$ cat src/rtl/cyclic_bram_repeat.sv
// rtl/cyclic_bram_repeat.sv - fill-once BRAM replayed cyclically for a programmable number of passes
module cyclic_bram_repeat #(
    parameter int DEPTH      = 8,
    parameter int WIDTH      = 64,
    parameter int LATENCY    = 3,
    parameter int REP_WIDTH  = 8,
    parameter int ADDR_WIDTH = (DEPTH > 1) ? $clog2(DEPTH) : 1
) (
    input  logic                  clk,
    input  logic                  reset,
    input  logic                  clken,
    input  logic [ADDR_WIDTH-1:0] addr_max_1,
    input  logic [REP_WIDTH-1:0]  repeats_1,
    input  logic                  s_valid,
    output logic                  s_ready,
    input  logic [WIDTH-1:0]      s_data,
    output logic                  m_valid,
    input  logic                  m_ready,
    output logic [WIDTH-1:0]      m_data,
    output logic                  m_pass_last,
    output logic                  m_last
);
    localparam int FD = LATENCY + 1;
    localparam int PW = $clog2(FD);
    localparam int CW = $clog2(FD + 1);
    localparam logic [0:0] ST_WRITE = 1'b0;
    localparam logic [0:0] ST_READ  = 1'b1;

    logic [WIDTH-1:0] mem [DEPTH];

    logic [0:0]            state_q, state_d;
    logic [ADDR_WIDTH-1:0] w_addr_q, w_addr_d, amax_q, amax_d, r_addr_q, r_addr_d;
    logic [REP_WIDTH-1:0]  rep_q, rep_d, pass_q, pass_d;
    logic                  done_q, done_d;
    logic [CW-1:0]         credit_q, credit_d;

    logic                  pv_q [LATENCY];
    logic                  pp_q [LATENCY];
    logic                  pl_q [LATENCY];
    logic [WIDTH-1:0]      pd_q [LATENCY];

    logic [WIDTH-1:0]      fd_q [FD];
    logic                  fp_q [FD];
    logic                  fl_q [FD];
    logic [PW-1:0]         wp_q, rp_q;
    logic [CW-1:0]         cnt_q;

    logic [ADDR_WIDTH-1:0] amax_in, cur_amax;
    logic                  s_acc, issue, iss_pass, iss_last;
    logic                  pipe_v, fifo_empty, out_v, out_p, out_l, out_acc, push, pop;
    logic [WIDTH-1:0]      out_d;

    if ((1 << ADDR_WIDTH) > DEPTH) begin : g_sat
        assign amax_in = (addr_max_1 > ADDR_WIDTH'(DEPTH - 1)) ? ADDR_WIDTH'(DEPTH - 1) : addr_max_1;
    end else begin : g_nosat
        assign amax_in = addr_max_1;
    end

    // The first beat compares against the live config since it is latched on that same edge.
    assign cur_amax   = (w_addr_q == '0) ? amax_in : amax_q;
    assign s_acc      = (state_q == ST_WRITE) && s_valid;
    assign issue      = (state_q == ST_READ) && !done_q && (credit_q < CW'(FD));
    assign iss_pass   = (r_addr_q == amax_q);
    assign iss_last   = iss_pass && (pass_q == rep_q);

    // Fall-through FIFO: the pipeline head is presented directly while the FIFO is empty.
    assign pipe_v     = pv_q[LATENCY-1];
    assign fifo_empty = (cnt_q == '0);
    assign out_v      = !fifo_empty || pipe_v;
    assign out_d      = fifo_empty ? pd_q[LATENCY-1] : fd_q[rp_q];
    assign out_p      = fifo_empty ? pp_q[LATENCY-1] : fp_q[rp_q];
    assign out_l      = fifo_empty ? pl_q[LATENCY-1] : fl_q[rp_q];
    assign out_acc    = out_v && m_ready;
    assign push       = pipe_v && !(fifo_empty && m_ready);
    assign pop        = out_acc && !fifo_empty;

    assign s_ready     = !reset && (state_q == ST_WRITE);
    assign m_valid     = !reset && out_v;
    assign m_data      = m_valid ? out_d : '0;
    assign m_pass_last = m_valid && out_p;
    assign m_last      = m_valid && out_l;

    function automatic logic [PW-1:0] ptr_inc(input logic [PW-1:0] p);
        return (p == PW'(FD - 1)) ? '0 : p + PW'(1);
    endfunction

    always_comb begin
        state_d  = state_q;
        w_addr_d = w_addr_q;
        amax_d   = amax_q;
        rep_d    = rep_q;
        r_addr_d = r_addr_q;
        pass_d   = pass_q;
        done_d   = done_q;
        credit_d = credit_q + CW'(issue) - CW'(out_acc);
        if (s_acc) begin
            w_addr_d = w_addr_q + ADDR_WIDTH'(1);
            if (w_addr_q == '0) begin
                amax_d = amax_in;
                rep_d  = repeats_1;
            end
            if (w_addr_q == cur_amax) begin
                state_d  = ST_READ;
                w_addr_d = '0;
            end
        end
        if (issue) begin
            if (iss_last) begin
                done_d = 1'b1;
            end else if (iss_pass) begin
                r_addr_d = '0;
                pass_d   = pass_q + REP_WIDTH'(1);
            end else begin
                r_addr_d = r_addr_q + ADDR_WIDTH'(1);
            end
        end
        if (out_acc && out_l) begin
            state_d  = ST_WRITE;
            r_addr_d = '0;
            pass_d   = '0;
            done_d   = 1'b0;
        end
    end

    always_ff @(posedge clk) begin
        if (reset) begin
            state_q  <= ST_WRITE;
            w_addr_q <= '0;
            amax_q   <= '0;
            rep_q    <= '0;
            r_addr_q <= '0;
            pass_q   <= '0;
            done_q   <= 1'b0;
            credit_q <= '0;
            wp_q     <= '0;
            rp_q     <= '0;
            cnt_q    <= '0;
            for (int k = 0; k < LATENCY; k++) pv_q[k] <= 1'b0;
        end else if (clken) begin
            state_q  <= state_d;
            w_addr_q <= w_addr_d;
            amax_q   <= amax_d;
            rep_q    <= rep_d;
            r_addr_q <= r_addr_d;
            pass_q   <= pass_d;
            done_q   <= done_d;
            credit_q <= credit_d;
            pv_q[0]  <= issue;
            for (int k = 1; k < LATENCY; k++) pv_q[k] <= pv_q[k-1];
            if (push) wp_q <= ptr_inc(wp_q);
            if (pop)  rp_q <= ptr_inc(rp_q);
            cnt_q <= cnt_q + CW'(push) - CW'(pop);
        end
    end

    always_ff @(posedge clk) begin
        if (clken) begin
            if (s_acc && !reset) mem[w_addr_q] <= s_data;
            pd_q[0] <= mem[r_addr_q];
            pp_q[0] <= iss_pass;
            pl_q[0] <= iss_last;
            for (int k = 1; k < LATENCY; k++) begin
                pd_q[k] <= pd_q[k-1];
                pp_q[k] <= pp_q[k-1];
                pl_q[k] <= pl_q[k-1];
            end
            if (push) begin
                fd_q[wp_q] <= pd_q[LATENCY-1];
                fp_q[wp_q] <= pp_q[LATENCY-1];
                fl_q[wp_q] <= pl_q[LATENCY-1];
            end
        end
    end
endmodule

$ cat config.mk
export PLATFORM = sky130hd
export DESIGN_NAME = cyclic_bram_repeat
export DESIGN_NICKNAME = d
export VERILOG_FILES = /design/src/rtl/cyclic_bram_repeat.sv
export SDC_FILE = /design/constraint.sdc
export NUM_CORES = 1
export LEC_CHECK = 0
export BUFFER_PORTS_ARGS = -buffer_cell sky130_fd_sc_hd__buf_2
export CAP_MARGIN = 30
export CORE_MARGIN = 3
export CORE_UTILIZATION = 45
export DETAILED_ROUTE_END_ITERATION = 10
export SKIP_CTS_REPAIR_TIMING = 1
export SLEW_MARGIN = 40
export SYNTH_ARGS = -nofsm -noshare
export SYNTH_HDL_FRONTEND = slang
export SYNTH_SLANG_ARGS = --single-unit
$ cat constraint.sdc
create_clock -name clk -period 7.1 [get_ports clk]
set_clock_uncertainty 0.1 [all_clocks]
set_input_delay 0.355 -clock clk [delete_from_list [all_inputs] [get_ports clk]]
set_output_delay 0.355 -clock clk [all_outputs]
set_load 0.02 [all_outputs]
-- Word-level counts from Yosys, hierarchy flattened
Memories as Yosys holds them, arrays and structs flattened. A register that Yosys moved wholly into a read port is not among the register bits.
Index checks and enable logic that the tools add are counted.
- add/sub/neg operators: 9
- magnitude comparators: 1
- equal/unequal tests: 6
- muxes and demuxes: 45
- bitwise operators: 4
- reduce and logical (&&, ||, !) cells: 34
- operator list (kind ; number):
    $mux 64 ; 2
    $mux 8 ; 4
    $mux 3 ; 8
    $mux 1 ; 23
    $mux 2 ; 8
    $logic_and 1x1->1 ; 14
    $reduce_and 3->1 ; 4
    $reduce_bool 2->1 ; 5
    $add 8x1->8 const B ; 1
    $eq 8x8->1 ; 1
    $add 3x1->3 ; 2
    $add 3x1->3 const B ; 2
    $eq 3x3->1 ; 2
    $logic_not 3->1 ; 2
    $reduce_and 2->1 ; 3
    $sub 3x1->3 ; 2
    $add 2x1->2 const B ; 2
    $eq 2x2->1 const B ; 2
    $logic_not 1->1 ; 4
    $reduce_and 4->1 ; 1
    $lt 3x3->1 const B ; 1
    $or 1x1->1 ; 3
    $ne 2x1->1 const B ; 1
    $logic_or 1x1->1 ; 1
    $not 1->1 ; 1
- bits in registers: 37
- RAM bits: 977
- input port bits: 80
- output and inout bits: 68
- word-level logic and storage cells: 118
- memories: 8
- memory list (name ; depth ; bits a word ; rd ports ; clocked after Yosys merged registers in ; wr ports ; RTL line ; source):
    mem ; 8 ; 64 ; 1 ; 1 ; 1 ; 29 ; logic [WIDTH-1:0] mem [DEPTH];
    fd_q ; 4 ; 64 ; 1 ; 1 ; 1 ; 42 ; logic [WIDTH-1:0] fd_q [FD];
    pd_q ; 3 ; 64 ; 3 ; 0 ; 3 ; 40 ; logic [WIDTH-1:0] pd_q [LATENCY];
    fl_q ; 4 ; 1 ; 1 ; 1 ; 1 ; 44 ; logic fl_q [FD];
    fp_q ; 4 ; 1 ; 1 ; 1 ; 1 ; 43 ; logic fp_q [FD];
    pl_q ; 3 ; 1 ; 3 ; 0 ; 3 ; 39 ; logic pl_q [LATENCY];
    2 more memories ; n/a ; n/a ; n/a ; n/a ; n/a ; n/a ;

-- Depth between registers and ports, before layout
- depth after elaboration: 9
- depth in mapped cells: 13
- depth with buffers taken out: 12

-- Worst setup path after synthesis
Ideal clock, no wire load.
- path type: input-to-reg
- start: input port s_valid
- end: memory mem[0][0], enable pin
- setup time: 0.565 ns
- arrival time: 5.399 ns
- required time: 6.435 ns
- slack: 1.036 ns
- stages on the path: 5
- path buffers: 1
- path through: nor2b_1 > and2_1 > clkbuf_1 > nand3_1 > nor3_1
- cells in the longest elaborated chain, start to end: 5
- ends and longest elaborated chain (item ; RTL line ; source):
    from (decl) ; 14 ; input logic s_valid,
    $logic_and 1x1->1 ; 61 ; assign s_acc = (state_q == ST_WRITE) && s_valid;
    $logic_and 1x1->1 ; 158 ; if (s_acc && !reset) mem[w_addr_q] <= s_data;
    $mux 1 ; 158 ;
    $mux 1 ; 157 ; if (clken) begin
    $mux 1 (not written as such) ; 158 ;
    to (decl) ; 29 ;
No other way between the ends.

==> impl_metrics.toml <==
[outcome]
status = "finished clean"

[synthesis]
synth.area.top_cells = "edfxtp_1, mux4_2, dfxtp_1, mux2_2, nand2_1"
synth.avg_cell_area_um2 = 21.3
synthCells = 1771
seq_area_frac_synth = 0.798
ys_warn_count = 0
yosysTopAreaCell = "edfxtp_1"
synth_nets = 1866
synth_common_cells = "edfxtp_1, mux4_2, nand2_1"
synth-seq-cells = 1019
async_reset_ff_frac = 0
yosysMostFrequentCell = "edfxtp_1"
synth_cell_types = 50
netlist_area_um2 = 37800
ys.flop_type = "edfxtp_1"
synth_top_area_frac = 0.776
synth_edf_count = 977

[sta]
slew_headroom = 0.444
totalNegativeSetupSlack_ns = 0
period_share = 0.493
worst_hold_slack_ns = 0.133
worst_pin_slew_ns = 0.822
rsz0062_at_grt = "false"
slew_violations = 0
setup_violations = 0
fin_crit_ns = 3.50
max_freq_mhz = 286
hold_viol = 0

[cts]
path_clk_slew_ns = 0.06
htreeDepth = 3
cts_tree = "built"
cts.sinks = 1019
clk_latency_ns = 0.63
cts_buffers = 98
cts-root-buf = "clkbuf_16"
cts_max_path_buffers = 3

[floorplanning]
start_util = 0.458
fp.dieW_um = 296
die_area_um2 = 87500
rows = 105
core_um2 = 82600
num_io_pins = 148
die_height_um = 296

[global_route]
first_global_vias = 17900
overflow = 0
antenna_found_initial = 7
grtUsageTotal = 0.174
grt_first_pass_wirelength_um = 113000
grt_max_degree = 93

[critical_path]
path_max_fanout = 31
r2r_slack_ns = 3.98
cp.required_ns = 6.64
endpoint = "m_data[31]"
critical_path.startpoint_type = "flop"
r2r-end = "mem[0][34]$_DFFE_PP_"
cp-end-kind = "output port"
crit_type = "reg -> out"
cp_data_arrival_time_ns = 3.05
r2r-start = "state_q$_SDFFE_PP0P_"
reg2reg_depth = 6

[drt]
wl_um = 74700
vias = 17300
post_drt_wl_per_cell_um = 23.3
drc = 0
initialDrtViolationCount = 1297
avgViaCountPerCell = 5.39
first_pass_iters = 5
antenna_left = 0

[place]
placed_cells = 2937
io_buffers = 147
place_congestion = 0.709
post-dp-hpwl_um = 41600

[pwr]
power_density_nw_per_um2 = 296
p_leak_nw = 14.3
vdd_ir_drop_max_mv = 0.171

[finish]
drive_above_1_share = 0.287
final_cell_count_no_fill = 3201
area_delta_synth_final_pct = 16.7
final_nets = 2140

[run]
cap_viol_max_count = 0

[min_path]
min_from = "reset"
min-delay-path-class = "in -> reg"
==> placed cells by master (no fill, tap or decap), drive strengths merged, types with 9 or more instances in the layout <==
| master | Yosys | routed |
|---|---|---|
| mux2 | 64 | 64 |
| edfxtp | 977 | 977 |
| a21oi | 80 | 80 |
| nand2 | 165 | 165 |
| inv | 14 | 16 |
| nor2 | 28 | 28 |
| ha | 13 | 13 |
| clkinv | 0 | 43 |
| xnor2 | 15 | 15 |
| dfxtp | 42 | 42 |
| buf | 27 | 180 |
| mux2i | 11 | 11 |
| bufinv | 0 | 16 |
| clkbuf | 55 | 118 |
| dlygate4sd3 | 0 | 75 |
| and3 | 9 | 9 |
| mux4 | 194 | 194 |
==> routing by layer <==
metal | wire [um] | vias to the layer above | global-route usage
li1 | - | 7741 | -
met1 | 32800 | 9033 | 0.242
met4 | 1270 | 6 | 0.0424
met3 | 3700 | 93 | 0.0317
met5 | 41 | - | 0
met2 | 36900 | 377 | 0.288
==> worst max-delay path, stage by stage, from the launching register on <==
cell     delay, ns
dfxtp_4       0.54
buf_12        0.28
buf_4         0.58
mux4_2        0.58
nand2_1       0.08
a21oi_1       0.11
buf_2         0.21
==> cells by family (layout without fill, tap and decap cells) <==
logic type	Yosys count	in the layout	share of synthesized area
buffers and inverters	96	454	0.0103
AND/OR/NAND/NOR	244	244	0.0274
other	0	2	0
AO/OA/AOI/OAI	109	109	0.0168
multiplexers	269	269	0.138
XOR/XNOR	19	19	0.00440
adder cells (fa/ha/maj)	15	15	0.00536
flip-flops	1019	1019	0.798
==> stage by stage <==
stage | total power, W | setup slack [ns] | area (um2) | util
2_1_floorplan | 0.00746 | 1.04 | 37800 | -
3_3_place_gp | 0.00782 | 3.14 | 39900 | 0.483
3_5_place_dp | 0.00784 | 3.18 | 40000 | 0.483
4_1_cts | 0.0132 | 3.28 | 43300 | 0.524
5_1_grt | 0.0135 | 3.30 | 44100 | 0.534
6_report | 0.0130 | 3.60 | 44100 | 0.534
==> flip-flops by register name, summed over array words and instances, names as in the netlist, named ones only <==
register and cells:
cnt_q 3, amax_q 3, fp_q 4, pv_q 3
pp_q 3, fd_q 256, wp_q 2, pd_q 192
w_addr_q 3, credit_q 3, rp_q 2, r_addr_q 3
done_q 1, pass_q 8, fl_q 4, rep_q 8
state_q 1, mem 512, pl_q 3
==> power by group <==
| group | switching [W] | internal, W |
|---|---|---|
| clock | 0.00212 | 0.00320 |
| sequential | 0.0000791 | 0.00672 |
| combinational | 0.000605 | 0.000328 |
==> final cells by class <==
| type | instances | area, um2 |
|---|---|---|
| diodes | 2 | 5.00 |
| clock buffers | 117 | 2610 |
| clock inverters | 67 | 729 |
| fillers | 6310 | 38500 |
| inverters | 14 | 52.6 |
| multi-input cells | 656 | 7320 |
| flip-flops and latches | 1019 | 30200 |
| well taps | 1070 | 1340 |
| repair buffers | 256 | 1880 |
==> worst min path at each step <==
| stage | endpoint | depth (start not counted) |
|---|---|---|
| final | credit_q[2]$_SDFFE_PP0P_ | 2 |
| after global routing | credit_q[0]$_SDFFE_PP0P_ | 2 |
| after CTS | rep_q[1]$_SDFFE_PP0P_ | 3 |
| after detailed placement | pd_q[0][113]$_DFFE_PP_ | 0 |
| after global placement | pd_q[0][72]$_DFFE_PP_ | 0 |
| after floorplan | pd_q[0][100]$_DFFE_PP_ | 0 |
No activity file was read; power rests on OpenSTA's default activity.
